`config.mk`:
```
export PLATFORM = sky130hd
export DESIGN_NAME = dmem_arbiter
export DESIGN_NICKNAME = d
export VERILOG_FILES = /design/src/rtl/dmem_arbiter.sv
export SDC_FILE = /design/constraint.sdc
export NUM_CORES = 1
export LEC_CHECK = 0
export ABC_AREA = 0
export BUFFER_PORTS_ARGS = -buffer_cell sky130_fd_sc_hd__buf_2
export CORE_AREA = 3 3 116 118
export CTS_BUF_LIST = sky130_fd_sc_hd__clkbuf_16
export DETAILED_ROUTE_END_ITERATION = 10
export DIE_AREA = 0 0 119 121
export SYNTH_ARGS = -nofsm -noshare
export SYNTH_HDL_FRONTEND = slang
export SYNTH_SLANG_ARGS = --single-unit
```
`constraint.sdc`:
```
create_clock -name clk -period 2.6 [get_ports clk]
set_clock_uncertainty 0.05 [all_clocks]
set_input_delay 0.13 -clock clk [delete_from_list [all_inputs] [get_ports clk]]
set_output_delay 0.13 -clock clk [all_outputs]
set_load 0.005 [all_outputs]
```
`src/rtl/dmem_arbiter.sv`:
```
// dmem_arbiter: arbitrates a CPU pipeline port and a DMA loader port onto one
// single-port data memory. CPU has priority; a starved DMA port is forced in and
// then keeps the memory for a bounded burst.
module dmem_arbiter #(
    parameter int unsigned STARVE_LIMIT = 4,
    parameter int unsigned BURST_LEN    = 8,
    parameter int unsigned WORDS        = 103
) (
    input  logic        clk,
    input  logic        reset,

    input  logic        cpu_req,
    input  logic        cpu_we,
    input  logic [31:0] cpu_addr,
    input  logic [31:0] cpu_wdata,
    output logic        cpu_gnt,
    output logic [31:0] cpu_rdata,
    output logic        cpu_rvalid,

    input  logic        dma_req,
    input  logic        dma_we,
    input  logic [31:0] dma_addr,
    input  logic [31:0] dma_wdata,
    output logic        dma_gnt,
    output logic [31:0] dma_rdata,
    output logic        dma_rvalid,

    output logic        mem_we,
    output logic [31:0] mem_a,
    output logic [31:0] mem_wd,
    input  logic [31:0] mem_rd,

    output logic        err
);

    localparam int unsigned SW = (STARVE_LIMIT > 0) ? $clog2(STARVE_LIMIT + 1) : 1;
    localparam int unsigned BW = (BURST_LEN > 0) ? $clog2(BURST_LEN + 1) : 1;
    localparam logic [SW-1:0] STARVE_MAX = SW'(STARVE_LIMIT);
    localparam logic [BW-1:0] BURST_MAX  = BW'(BURST_LEN);

    typedef enum logic [0:0] {StCpuPri, StDmaBurst} state_t;

    state_t        r_state;
    logic [SW-1:0] r_starve_cnt;
    logic [BW-1:0] r_burst_cnt;
    logic          r_cpu_rvalid;
    logic [31:0]   r_cpu_rdata;
    logic          r_dma_rvalid;
    logic [31:0]   r_dma_rdata;
    logic          r_err;

    logic          w_cpu_gnt;
    logic          w_dma_gnt;
    logic          w_cpu_oor;
    logic          w_dma_oor;
    logic [BW-1:0] w_burst_inc;

    // Out-of-range: upper address bits set or word index beyond the memory depth.
    always_comb begin
        w_cpu_oor = (cpu_addr[31:14] != 18'd0) || (32'(cpu_addr[13:2]) >= WORDS);
        w_dma_oor = (dma_addr[31:14] != 18'd0) || (32'(dma_addr[13:2]) >= WORDS);
    end

    // Grant decision; a burst with dma_req dropped falls back to CPU-priority rules.
    always_comb begin
        w_cpu_gnt = 1'b0;
        w_dma_gnt = 1'b0;
        if (!reset) begin
            if (r_state == StDmaBurst && dma_req) begin
                w_dma_gnt = 1'b1;
            end else if (dma_req && (r_starve_cnt == STARVE_MAX || !cpu_req)) begin
                w_dma_gnt = 1'b1;
            end else if (cpu_req) begin
                w_cpu_gnt = 1'b1;
            end
        end
    end

    // Burst length after the current DMA grant (a grant from CPU_PRI opens a new burst).
    always_comb begin
        w_burst_inc = (r_state == StDmaBurst) ? r_burst_cnt + BW'(1) : BW'(1);
    end

    // Memory port mux from the granted side; writes out of range are suppressed.
    always_comb begin
        mem_we = 1'b0;
        mem_a  = 32'd0;
        mem_wd = 32'd0;
        if (w_cpu_gnt) begin
            mem_we = cpu_we & ~w_cpu_oor;
            mem_a  = cpu_addr;
            mem_wd = cpu_wdata;
        end else if (w_dma_gnt) begin
            mem_we = dma_we & ~w_dma_oor;
            mem_a  = dma_addr;
            mem_wd = dma_wdata;
        end
    end

    // Arbiter FSM with starvation and burst counters.
    always_ff @(posedge clk) begin
        if (reset) begin
            r_state      <= StCpuPri;
            r_starve_cnt <= '0;
            r_burst_cnt  <= '0;
        end else begin
            if (w_dma_gnt && w_burst_inc < BURST_MAX) begin
                r_state     <= StDmaBurst;
                r_burst_cnt <= w_burst_inc;
            end else begin
                r_state     <= StCpuPri;
                r_burst_cnt <= '0;
            end

            if (!dma_req || w_dma_gnt) begin
                r_starve_cnt <= '0;
            end else if (r_starve_cnt != STARVE_MAX) begin
                r_starve_cnt <= r_starve_cnt + SW'(1);
            end
        end
    end

    // Read return and error flag, one cycle after the granting edge.
    always_ff @(posedge clk) begin
        if (reset) begin
            r_cpu_rvalid <= 1'b0;
            r_cpu_rdata  <= 32'd0;
            r_dma_rvalid <= 1'b0;
            r_dma_rdata  <= 32'd0;
            r_err        <= 1'b0;
        end else begin
            r_cpu_rvalid <= w_cpu_gnt & ~cpu_we;
            if (w_cpu_gnt && !cpu_we) begin
                r_cpu_rdata <= w_cpu_oor ? 32'd0 : mem_rd;
            end
            r_dma_rvalid <= w_dma_gnt & ~dma_we;
            if (w_dma_gnt && !dma_we) begin
                r_dma_rdata <= w_dma_oor ? 32'd0 : mem_rd;
            end
            r_err <= (w_cpu_gnt & w_cpu_oor) | (w_dma_gnt & w_dma_oor);
        end
    end

    assign cpu_gnt    = w_cpu_gnt;
    assign dma_gnt    = w_dma_gnt;
    assign cpu_rvalid = r_cpu_rvalid;
    assign cpu_rdata  = r_cpu_rdata;
    assign dma_rvalid = r_dma_rvalid;
    assign dma_rdata  = r_dma_rdata;
    assign err        = r_err;

endmodule

```
Word level (Yosys, flattened, before mapping)
Cells that the tools add are included.
W data, S select, Z words.
{"block": "totals", "regBits": 75, "latch_bits": 0, "ramBits": 0, "romBits": 0, "in_bits": 166, "out_inout_bits": 134, "word_cells": 61, "mem_count": 0}
{"block": "op_classes", "add_sub_neg": 2, "n_mul": 0, "div": 0, "order_cmp": 3, "n_eq_ne": 2, "shift": 0, "n_mux": 17, "bitwise_logic": 12, "reduce_logical": 17}
{"operator": "$mux W32", "n": 6}
{"operator": "$reduce_bool A18 Y1", "n": 2}
{"operator": "$ge A12 B7 Y1 const B", "n": 2}
{"operator": "$mux W1", "n": 10}
{"operator": "$and A1 B1 Y1", "n": 6}
{"operator": "$logic_and A1 B1 Y1", "n": 5}
{"operator": "$not A1 Y1", "n": 5}
{"operator": "$add A4 B1 Y4 const B", "n": 1}
{"operator": "$logic_not A1 Y1", "n": 4}
{"operator": "$logic_or A1 B1 Y1", "n": 4}
{"operator": "$lt A4 B4 Y1 const B", "n": 1}
{"operator": "$mux W4", "n": 1}
{"operator": "$reduce_or A2 Y1", "n": 2}
{"operator": "$add A3 B1 Y3 const B", "n": 1}
{"operator": "$eq A3 B3 Y1 const B", "n": 1}
{"operator": "$ne A3 B3 Y1 const B", "n": 1}
{"operator": "$or A1 B1 Y1", "n": 1}

Logic depth before layout (Yosys ltp)
{"block": "logic_depth", "ltp_word": 9, "ltp_mapped": 7, "ltp_nobuf": 6}

Worst setup path after synthesis
OpenSTA, ideal clock, no wires.
{"block": "synth_path", "path_kind": "reg-to-output", "start": "register r_starve_cnt[0]", "end": "output port mem_a[0]", "t_arrival_ns": 1.695, "t_required_ns": 2.420, "slack_ns": 0.725, "path_stages_with_launch": 8, "path_buffers": 2, "path_cell_list": "dfxtp_1 > inv_1 > ha_1 > a21o_1 > a21oi_1 > buf_2 > clkbuf_1 > a22o_1"}
{"block": "synth_between", "elab_chain_cells": 8, "elab_cells_between_ends": 11, "classes_between": "eq/ne: 1; mux: 8; reduce/logical: 2"}
{"item": "from (decl)", "line": "44", "source": "logic [SW-1:0] r_starve_cnt;"}
{"item": "from (signal assigned)", "line": "118", "source": "r_starve_cnt <= r_starve_cnt + SW'(1);"}
{"item": "$eq A3 B3 Y1 (*)", "line": "71", "source": "end else if (dma_req && (r_starve_cnt == STARVE_MAX || !cpu_req)) begin"}
{"item": "$logic_or A1 B1 Y1 (*)", "line": "71"}
{"item": "$logic_and A1 B1 Y1 (*)", "line": "71"}
{"item": "$mux W1", "line": "71"}
{"item": "$mux W1", "line": "69", "source": "if (r_state == StDmaBurst && dma_req) begin"}
{"item": "$mux W1", "line": "68", "source": "if (!reset) begin"}
{"item": "$mux W32", "line": "93", "source": "end else if (w_dma_gnt) begin"}
{"item": "$mux W32 (*)", "line": "89", "source": "if (w_cpu_gnt) begin"}
{"item": "to (decl)", "line": "29", "source": "output logic [31:0] mem_a,"}
Every way passes the cells marked *; elsewhere a longest branch is shown, timed or not.

Worst setup path after layout
{"block": "layout_path", "start": "register r_starve_cnt[0]", "end": "output port mem_a[28]"}
The elaborated chain is that of the path after synthesis.

==> flow_metrics.py <==
metrics = {
    "sta": {
        "hold_ws_ns": 0.03580,
        "slew_violations": 0,
        "post-route-period-util": 0.9280,
        "fin_crit_ns": 2.413,
        "fmax_mhz": 414.5,
        "setup_violations": 0,
        "final.setup.tns_ns": 0,
        "tightestPinTransition_ns": 0.7006,
        "hold_violations": 0,
        "rsz0062_at_grt": "no",
        "max_slew_margin": 0.5293,
    },
    "drt": {
        "wl_mm": 14.32,
        "viasPerCell": 5.016,
        "drt-pass1-iter-count": 4,
        "drtIter0Drc": 222,
        "wl_per_cell_microns": 17.99,
        "drc": 0,
        "antenna_left": 0,
        "via_count": 3993,
    },
    "logic_synthesis": {
        "ys_async_sr_fraction": 0,
        "ys_ff_latch": 75,
        "synth_top_area_cell": "dfxtp_1",
        "synth_warnings": 0,
        "syn_avg_cell_area_sq_um": 10.91,
        "yosysMostFrequentCell": "a22o_1",
        "syn_nets": 464,
        "synth-xor-area-share": 0.005443,
        "ys.flop_type": "dfxtp_1",
        "synthAdderAreaFrac": 0.01166,
        "yosysSeqAreaShare": 0.4666,
        "synth_top_family_by_area": "compound AO/OA/AOI/OAI gates",
        "synth_top_area_frac": 0.4666,
        "synth-edff-count": 0,
        "synth_area_sq_um": 3218,
        "netlist_instances": 295,
        "yosys.cell_types.count": 32,
        "synthMuxAreaShare": 0,
        "yosys.area_share.simple": 0.07076,
        "synth_area_leaders": "dfxtp_1 47%, a22o_1 26%, a32o_1 10%",
        "synth-compound-area-share": 0.3954,
        "synth_common_cells": "96 x a22o_1, 75 x dfxtp_1, 33 x a32o_1, 17 x clkbuf_1, 10 x nor4_1",
    },
    "global_route": {
        "grt_max_degree": 37,
        "globalRouteTotalUtil": 0.1860,
        "grt_use_met2": 0.3433,
        "grt_pass1_vias": 3785,
        "global_route.peak_usage_layer": "met2",
        "antenna_found_initial": 0,
        "groute.layer.met3.usage": 0.04848,
        "grtUsageMet1": 0.2091,
        "grt_first_pass_wirelength_mm": 21.05,
        "grt_overflow": 0,
    },
    "placement": {
        "dpl.cell_count": 745,
        "dp_hpwl_mm": 11.03,
        "gp_congestion": 0.9502,
        "port_buffers": 299,
        "placedInstanceArea_sq_um": 4901,
    },
    "run_status": {
        "outcome": "complete, no violations",
    },
    "clock_network": {
        "cts_tree": "built",
        "clock_latency_ns": 0.33,
        "htree_levels": 3,
        "cts_buffers": 9,
        "cts.sinks": 75,
        "cts_resized": 0,
        "cts-root-buf": "clkbuf_16",
        "path_clk_slew_ns": 0.06,
        "clk_path_buf_depth": 2,
    },
    "critical_path": {
        "end_kind": "output port",
        "reg2reg_from": "r_starve_cnt[0]$_SDFFE_PP0N_",
        "slowest_delay_ns": 0.46,
        "cp_top_family": "compound AO/OA/AOI/OAI gates",
        "r2r_cells": 7,
        "cp_slowest_cell": "a21oi_1",
        "worstPathMaxFanout": 36,
        "rr_endpoint": "dma_rdata[28]$_SDFFE_PP0P_",
        "critPathArrivalTime_ns": 2.23,
        "regToRegSetupSlack_ns": 0.41,
        "path_buf_inv": 3,
        "crit_path_start": "r_starve_cnt[0]$_SDFFE_PP0N_",
        "path_class": "reg -> out",
        "worstSetupStartpointType": "flip-flop",
        "critPathRequiredTime_ns": 2.42,
        "path_cells": "inv_1, ha_1, a21oi_1, a21oi_4, buf_4, a22o_1, buf_2",
    },
    "worst_hold_path": {
        "min_to": "dma_rvalid$_SDFF_PP0_",
        "hp-start": "dma_we",
        "hp-class": "in -> reg",
        "min_path_cells": 2,
    },
    "floorplanning": {
        "ios": 300,
        "die_h_microns": 121,
        "rows": 41,
        "start_util": 0.2560,
        "die_area_sq_um": 14400,
        "core_sq_um": 12570,
        "die-width_microns": 119,
    },
    "job": {
        "maxCapViolCount": 0,
    },
    "final_layout": {
        "drive_gt1_frac": 0.5345,
        "stdcell_area_sq_um": 5593,
        "area_delta_synth_final_pct": 73.79,
        "fin_cells": 796,
        "final_nets": 787,
    },
    "power_and_ir_drop": {
        "vdd_drop_max_uv": 258.1,
        "p_leak_uw": 0.002849,
        "power_density_nw_per_um2": 543.0,
    },
}
## flip-flops by register name, summed over array words and instances (netlist names)
register / count
cpu_rdata: 32
cpu_rvalid: 1
dma_rvalid: 1
r_burst_cnt: 4
err: 1
dma_rdata: 32
r_starve_cnt: 3
r_state: 1
## where the power goes
group / switching, uW / internal [uW] / total [uW]
sequential: 3.20 / 1150 / 1160
clock: 483 / 943 / 1430
combinational: 216 / 237 / 453
total: 702 / 2340 / 3040
## layer usage
| layer | vias up | share of wire |
|---|---|---|
| met5 | - | 0 |
| met3 | 13 | 0.077 |
| met4 | 0 | 0.012 |
| met2 | 227 | 0.52 |
| met1 | 1887 | 0.39 |
| li1 | 1866 | - |
## what timing repair did
item / in CTS / in global routing
setup endpoints to repair: 0 / 15
setup buffers: 0 / 1
endpoints found under the hold margin: 42 / 0
hold buffers: 32 / 0
## per-stage QoR
step                total power [uW]    util  worst slack, ns
global route                    3144  0.4448          0.04913
finish                          3037  0.4450           0.1873
global placement                1589  0.3899           0.3356
floorplan                       1326       -           0.7248
detailed placement              1595  0.3899           0.2527
CTS                             3058  0.4430          0.09649
## cell type report
| type | instances | area [sq um] |
|---|---|---|
| Antenna cell | 1 | 2.502 |
| Clock buffer | 9 | 225.2 |
| Clock inverter | 7 | 121.4 |
| Fill cell | 1175 | 6975 |
| Inverter | 4 | 15.01 |
| Multi-Input combinational cell | 187 | 1600 |
| Sequential cell | 75 | 1501 |
| Tap cell | 172 | 215.2 |
| Timing Repair Buffer | 341 | 1912 |
## cell families (layout without fill, tap and decap cells)
family,Yosys count,after routing
adder cells (fa/ha/maj),3,3
flip-flops,75,75
buffers and inverters,33,361
AO/OA/AOI/OAI,142,142
other,1,2
AND/OR/NAND/NOR,39,39
XOR/XNOR,2,2
## how the worst max path moves through the flow
stage                                       endpoint  depth (start not counted)
after CTS                                   mem_a[8]                          7
final                                      mem_a[28]                          7
after global placement     cpu_rdata[1]$_SDFFE_PP0P_                          6
after floorplan                             mem_a[0]                          7
after global routing                       mem_a[28]                          7
after detailed placement  cpu_rdata[21]$_SDFFE_PP0P_                          6
## cells in the final DEF, fill, tap and decap left out, drive strengths merged, types with 2 or more instances in the layout
cell type	n
dlygate4sd3	32
inv	6
a211oi	2
a32o	33
buf	309
and3	2
bufinv	3
nand2	6
nand2b	2
a311oi	2
ha	3
clkbuf	9
nor2	5
nor3	7
nand3	2
clkinv	2
a21oi	3
a21boi	2
a22o	96
dfxtp	75
nand4	2
nor4	10
Power figures use the tool's default switching activity.
